### src/rtl/sdi_timing_analyzer.sv
// SDI timing analyzer: TRS decode from raw luma, H/V/F regeneration, 4:2:2 demux, raster measurement and lock.
// Video and syncs lag the inputs by a fixed 2 cycles; no backpressure, one sample accepted every cycle.
module sdi_timing_analyzer #(
    parameter int DW          = 10,
    parameter int IMG_W       = 1920,
    parameter int IMG_H       = 540,
    parameter int CNT_W       = 12,
    parameter int LOCK_FIELDS = 2,
    parameter int ERR_FIELDS  = 2,
    parameter int TRS_TIMEOUT = 8192
) (
    input  logic             i_clk,
    input  logic             i_rst,
    input  logic [DW-1:0]    i_y,
    input  logic [DW-1:0]    i_cbcr,
    output logic             o_sync_h,
    output logic             o_sync_v,
    output logic             o_field,
    output logic [DW-1:0]    o_y,
    output logic [DW-1:0]    o_cb,
    output logic [DW-1:0]    o_cr,
    output logic [CNT_W-1:0] o_line_len,
    output logic [CNT_W-1:0] o_field_lines,
    output logic             o_locked,
    output logic [7:0]       o_err_count
);

    localparam int TO_W = $clog2(TRS_TIMEOUT);
    localparam logic [DW-1:0]    ALL1     = {DW{1'b1}};
    localparam logic [CNT_W-1:0] CNT_MAX  = {CNT_W{1'b1}};
    localparam logic [CNT_W-1:0] W_EXP    = CNT_W'(IMG_W);
    localparam logic [CNT_W-1:0] H_EXP    = CNT_W'(IMG_H);
    localparam logic [TO_W-1:0]  TO_LAST  = TO_W'(TRS_TIMEOUT - 1);
    localparam logic [7:0]       LOCK_N   = 8'(LOCK_FIELDS);
    localparam logic [7:0]       ERR_N    = 8'(ERR_FIELDS);

    typedef enum logic [1:0] {
        SEARCH = 2'd0,
        CHECK  = 2'd1,
        LOCKED = 2'd2
    } state_t;

    logic [DW-1:0]    hist0;
    logic [DW-1:0]    hist1;
    logic [DW-1:0]    hist2;
    logic [TO_W-1:0]  to_cnt;
    logic             meas;
    logic [CNT_W-1:0] len_cnt;
    logic             bad_line;
    logic [CNT_W-1:0] line_cnt;
    logic             act_lines;
    logic             field_f;
    logic             s1_h;
    logic [DW-1:0]    s1_y;
    logic [DW-1:0]    s1_cb;
    logic [DW-1:0]    s1_cr;

    state_t     state;
    state_t     state_nxt;
    logic [7:0] good_cnt;
    logic [7:0] good_nxt;
    logic [7:0] bad_cnt;
    logic [7:0] bad_nxt;
    logic [7:0] err_nxt;

    logic xyz_seen;
    logic xyz_ok;
    logic xyz_f;
    logic xyz_v;
    logic xyz_h;
    logic sav;
    logic eav;
    logic is_ones;
    logic timeout;
    logic field_end;
    logic field_good;
    logic active_in;

    assign xyz_seen  = (hist2 == ALL1) && (hist1 == '0) && (hist0 == '0);
    assign xyz_ok    = xyz_seen && i_y[DW-1];
    assign xyz_f     = i_y[DW-2];
    assign xyz_v     = i_y[DW-3];
    assign xyz_h     = i_y[DW-4];
    assign sav       = xyz_ok && !xyz_h;
    assign eav       = xyz_ok && xyz_h;
    assign is_ones   = (i_y == ALL1);
    assign timeout   = !xyz_ok && (to_cnt == TO_LAST);
    assign field_end = xyz_ok && xyz_v && act_lines && !timeout;
    assign field_good = (line_cnt == H_EXP) && !bad_line;

    // Window runs IMG_W samples but is cut short by any all-ones word (the next EAV preamble).
    assign active_in = meas && !is_ones && (len_cnt < W_EXP) && !timeout;

    always_ff @(posedge i_clk) begin
        if (i_rst) begin
            hist0         <= '0;
            hist1         <= '0;
            hist2         <= '0;
            to_cnt        <= '0;
            meas          <= 1'b0;
            len_cnt       <= '0;
            bad_line      <= 1'b0;
            line_cnt      <= '0;
            act_lines     <= 1'b0;
            field_f       <= 1'b0;
            s1_h          <= 1'b0;
            s1_y          <= '0;
            s1_cb         <= '0;
            s1_cr         <= '0;
            o_sync_h      <= 1'b0;
            o_sync_v      <= 1'b0;
            o_field       <= 1'b0;
            o_y           <= '0;
            o_cb          <= '0;
            o_cr          <= '0;
            o_line_len    <= '0;
            o_field_lines <= '0;
        end else begin
            hist0  <= i_y;
            hist1  <= hist0;
            hist2  <= hist1;
            to_cnt <= (xyz_ok || timeout) ? '0 : to_cnt + 1'b1;

            s1_h  <= active_in;
            s1_y  <= active_in ? i_y : '0;
            s1_cb <= !active_in ? '0 : (len_cnt[0] ? s1_cb : i_cbcr);
            s1_cr <= !active_in ? '0 : (len_cnt[0] ? i_cbcr : s1_cr);

            if (timeout) begin
                meas      <= 1'b0;
                act_lines <= 1'b0;
                line_cnt  <= '0;
                bad_line  <= 1'b0;
            end else begin
                if (meas && is_ones) begin
                    meas       <= 1'b0;
                    o_line_len <= len_cnt;
                    if (len_cnt != W_EXP)
                        bad_line <= 1'b1;
                end else if (meas && len_cnt != CNT_MAX) begin
                    len_cnt <= len_cnt + 1'b1;
                end
                if (sav && !xyz_v) begin
                    meas    <= 1'b1;
                    len_cnt <= '0;
                end
                if (xyz_ok) begin
                    act_lines <= !xyz_v;
                    field_f   <= xyz_f;
                end
                if (eav && !xyz_v && line_cnt != CNT_MAX)
                    line_cnt <= line_cnt + 1'b1;
                if (field_end) begin
                    o_field_lines <= line_cnt;
                    line_cnt      <= '0;
                    bad_line      <= 1'b0;
                end
            end

            o_sync_h <= s1_h;
            o_y      <= s1_y;
            o_cb     <= s1_cb;
            o_cr     <= s1_cr;
            o_sync_v <= act_lines;
            o_field  <= field_f;
        end
    end

    always_comb begin
        state_nxt = state;
        good_nxt  = good_cnt;
        bad_nxt   = bad_cnt;
        err_nxt   = o_err_count;
        if (timeout) begin
            state_nxt = SEARCH;
            good_nxt  = '0;
            bad_nxt   = '0;
        end else if (field_end) begin
            case (state)
                SEARCH: begin
                    if (field_good) begin
                        good_nxt  = 8'd1;
                        state_nxt = (good_nxt >= LOCK_N) ? LOCKED : CHECK;
                    end
                end
                CHECK: begin
                    if (field_good) begin
                        good_nxt = good_cnt + 8'd1;
                        if (good_nxt >= LOCK_N)
                            state_nxt = LOCKED;
                    end else begin
                        good_nxt  = '0;
                        state_nxt = SEARCH;
                    end
                end
                LOCKED: begin
                    if (field_good) begin
                        bad_nxt = '0;
                    end else begin
                        bad_nxt = bad_cnt + 8'd1;
                        if (o_err_count != 8'hFF)
                            err_nxt = o_err_count + 8'd1;
                        if (bad_nxt >= ERR_N) begin
                            state_nxt = SEARCH;
                            good_nxt  = '0;
                            bad_nxt   = '0;
                        end
                    end
                end
                default: state_nxt = SEARCH;
            endcase
        end
    end

    always_ff @(posedge i_clk) begin
        if (i_rst) begin
            state       <= SEARCH;
            good_cnt    <= '0;
            bad_cnt     <= '0;
            o_err_count <= '0;
        end else begin
            state       <= state_nxt;
            good_cnt    <= good_nxt;
            bad_cnt     <= bad_nxt;
            o_err_count <= err_nxt;
        end
    end

    assign o_locked = (state == LOCKED);

endmodule

### config.mk
export PLATFORM = sky130hd
export DESIGN_NAME = sdi_timing_analyzer
export DESIGN_NICKNAME = d
export VERILOG_FILES = /design/src/rtl/sdi_timing_analyzer.sv
export SDC_FILE = /design/constraint.sdc
export NUM_CORES = 1
export LEC_CHECK = 0
export BUFFER_PORTS_ARGS = -buffer_cell sky130_fd_sc_hd__buf_4
export CORE_MARGIN = 2
export CORE_UTILIZATION = 30
export DETAILED_ROUTE_END_ITERATION = 16
export GPL_TIMING_DRIVEN = 0
export PLACE_DENSITY = 0.57
export SYNTH_ARGS = -nofsm -noshare
export SYNTH_HDL_FRONTEND = slang
export SYNTH_SLANG_ARGS = --single-unit
export TNS_END_PERCENT = 30
### constraint.sdc
create_clock -name i_clk -period 2.7 [get_ports i_clk]
set_input_delay 0.135 -clock i_clk [delete_from_list [all_inputs] [get_ports i_clk]]
set_output_delay 0.135 -clock i_clk [all_outputs]
set_load 0.01 [all_outputs]
==> results.yml <==
clock_network:
  cts-htree-levels: 4
  clock_latency_ps: 430
  cts_inserted_buffers: 17
  cts.sinks: 185
  cts_buffer_depth: 2
  cts_root_buf: "clkbuf_16"
  cts_setup_buffers: 0
  cts_tree: "built"
  cts.clk_slew.worst_paths_ps: 70
grt:
  grt_antenna_before_repair: 0
  overflow: 0
  grt_max_degree: 20
  grt_first_pass_wirelength_mm: 27.10
  grt_pass1_vias: 5239
  grt_usage_pct: 13.93
floorplanning:
  fp.coreArea_um2: 23470
  die_x_um: 158.7
  num_io_pins: 88
  initial_core_util_pct: 30.58
  die-area_um2: 25180
  die_height_um: 158.7
  num_rows: 56
synthesis:
  ys_warn_count: 0
  syn_inst: 741
  syn-num-nets: 777
  ys_ff_latch: 185
  synth.top_cell.area_share_pct: 51.59
  synth_commonest_cells: "185 x dfxtp_1, 83 x nor2_1, 67 x nor2b_1"
  synth.largest_area_cell: "dfxtp_1"
  syn_avg_cell_area_um2: 9.687
  yosysUniqueCellTypes: 54
  synth_enable_flop_cells: 0
  synthTopCellsByArea: "dfxtp_1 52%, nor2b_1 5.8%, mux2i_1 5.2%"
  ys_seq_area_share_pct: 51.59
  ys_async_sr_fraction_pct: 0
  syn-cell-area_um2: 7178
  synth-main-ff-cell: "dfxtp_1"
  yosysMostFrequentCell: "dfxtp_1"
detailed_routing:
  vias: 5461
  drt_drc_violations_left: 0
  drt-total-wl_mm: 16.53
  drt-initial-drc-count: 336
  vias_per_cell: 4.555
  dr.pass1.iters: 5
  wl_per_cell_um: 13.79
  ant_nets: 0
sta:
  relSlewSlack_pct: 50.31
  fmax_mhz: 385.2
  worst_hold_slack_ps: 94.59
  hold_viol: 0
  rsz0062_at_grt: "yes"
  fin_skew_ps: 11.39
  min_period_over_period_pct: 96.16
  worst_pin_slew_ps: 745.4
  finalMaxSlewViolations: 0
  setup_tns_ps: 0
  min_period_ps: 2596
  finalSetupViolCount: 0
setup_path:
  worstSetupPathType: "register to register"
  cp.buffers_inverters: 0
  crit_family: "simple AND/OR/NAND/NOR gates"
  cp-start-kind: "register"
  crit_required_ps: 3060
  worst-path-stages: 6
  reg2regPathDepth: 6
  worstPathArrival_ps: 2950
  crit_chain: "nor4_4, nand4_4, nor4b_4, o211ai_2, or4_1, a21oi_1"
  endpoint_kind: "register"
  max_stage_delay_ps: 630
  crit_slowest_cell: "nor4b_4"
  worstPathMaxFanout: 9
cells_and_area:
  stdcell_count: 1199
  drive_gt1_share_pct: 17.05
  syn_to_final_growth_pct: 26.56
  layout.nets: 903
  diodes: 0
placed_design:
  placed_cells: 1147
  dp.final_hpwl_mm: 11.79
  globalplace.congestion: 0.8000
  port_buffers: 87
run_status:
  status: "finished, final reports clean"
run:
  drv_cap: 0
power_and_ir_drop:
  p_leak_uw: 0.003596
  p_per_area_nw_per_um2: 610.6
  power_uw: 5548
  peakVddDrop_mv: 0.4008
worst_hold_path:
  holdPathStages: 3
  hp-class: "input port to register"
==> final timing paths <==
| kind | from | to | slack [ps] |
|---|---|---|---|
| worst max-delay path | hist1[8]$_SDFF_PP0_ | len_cnt[10]$_SDFFE_PP0P_ | 100 |
| worst min-delay path | i_rst | to_cnt[3]$_SDFF_PP0_ | 90 |
| worst max register to register | hist1[8]$_SDFF_PP0_ | len_cnt[10]$_SDFFE_PP0P_ | 100 |
| worst min register to register | s1_y[1]$_SDFF_PP0_ | o_y[1]$_SDFF_PP0_ | 430 |
==> kinds of logic after synthesis <==
family                     synth area share [%]
xor gates and xnor gates                  3.782
DFF                                       51.59
and+or+nand+nor                           28.01
AOI/OAI and AO/OA                         5.979
adders and majority gates                 2.440
muxes                                     5.369
buffers and inverters                     2.824
==> layout by cell type, fill, tap and decap left out, types with 8 or more instances in the layout <==
| cell | synthesis | layout |
|---|---|---|
| dfxtp_1 | 185 | 185 |
| nand2_1 | 61 | 60 |
| inv_1 | 20 | 20 |
| nor3_1 | 11 | 10 |
| nand3_1 | 25 | 25 |
| and3_1 | 26 | 26 |
| buf_4 | 2 | 89 |
| clkbuf_1 | 17 | 17 |
| mux2i_1 | 37 | 37 |
| dlygate4sd3_1 | 0 | 20 |
| or3_1 | 8 | 8 |
| nor2_1 | 83 | 83 |
| xor2_1 | 22 | 22 |
| ha_1 | 14 | 14 |
| nor2b_1 | 67 | 66 |
| a21oi_1 | 28 | 28 |
| and2_1 | 12 | 12 |
| nand4_1 | 18 | 18 |
| clkbuf_16 | 0 | 17 |
| xnor2_1 | 9 | 9 |
==> metal layers <==
layer	track usage [%]	wire [um]	vias up
met5	0	0	-
met1	17.73	7620	2557
met3	3.430	661	18
met4	5.620	256	0
li1	-	-	2787
met2	22.59	7994	99
==> timing repair <==
item                                   CTS  global route
hold buffers                            20             0
resized for setup                        2             5
pin swaps                                0             3
endpoints found under the hold margin   41             0
setup endpoints to repair               32            30
==> sequential cells by signal, indices dropped and copies added (netlist names), 10 cells and up <==
signal	flops
to_cnt	13
len_cnt	12
line_cnt	12
o_field_lines	12
o_line_len	12
hist0	10
hist1	10
hist2	10
o_cb	10
o_cr	10
o_y	10
s1_cb	10
s1_cr	10
s1_y	10
==> final cells by class <==
type                            count  area, um2
Fill cell                        2353      14390
Sequential cell                   185       3704
Multi-Input combinational cell    506       3298
Timing Repair Buffer              107      853.3
Clock buffer                       17      425.4
Tap cell                          319      399.1
Clock inverter                     15      201.4
Buffer                             29      125.1
Inverter                           21      78.83
==> metrics by stage <==
step                instance area (um2)  setup WS, ps  utilization [%]
floorplan                          7178         464.7                -
global placement                   8230        -240.0            35.06
detailed placement                 8230        -283.2            35.06
CTS                                9069         56.97            38.64
global route                       9085        -56.74            38.70
finish                             9085         103.7            38.70
==> worst reg2reg max path: cells and delay by family, from the launching register on <==
| kind | cells | cell delay, ps |
|---|---|---|
| AND/OR/NAND/NOR | 4 | 1740 |
| AO/OA/AOI/OAI | 2 | 430 |
| flip-flops | 1 | 340 |
==> power by group <==
part / internal [uW] / leakage, uW / switching, uW / total (uW)
logic: 73.5 / 0.00181 / 90.6 / 164
registers: 2750 / 0.00150 / 15.9 / 2760
clock network: 1420 / 0.000292 / 1200 / 2620
Note: power is estimated with default switching activity, not from simulation.
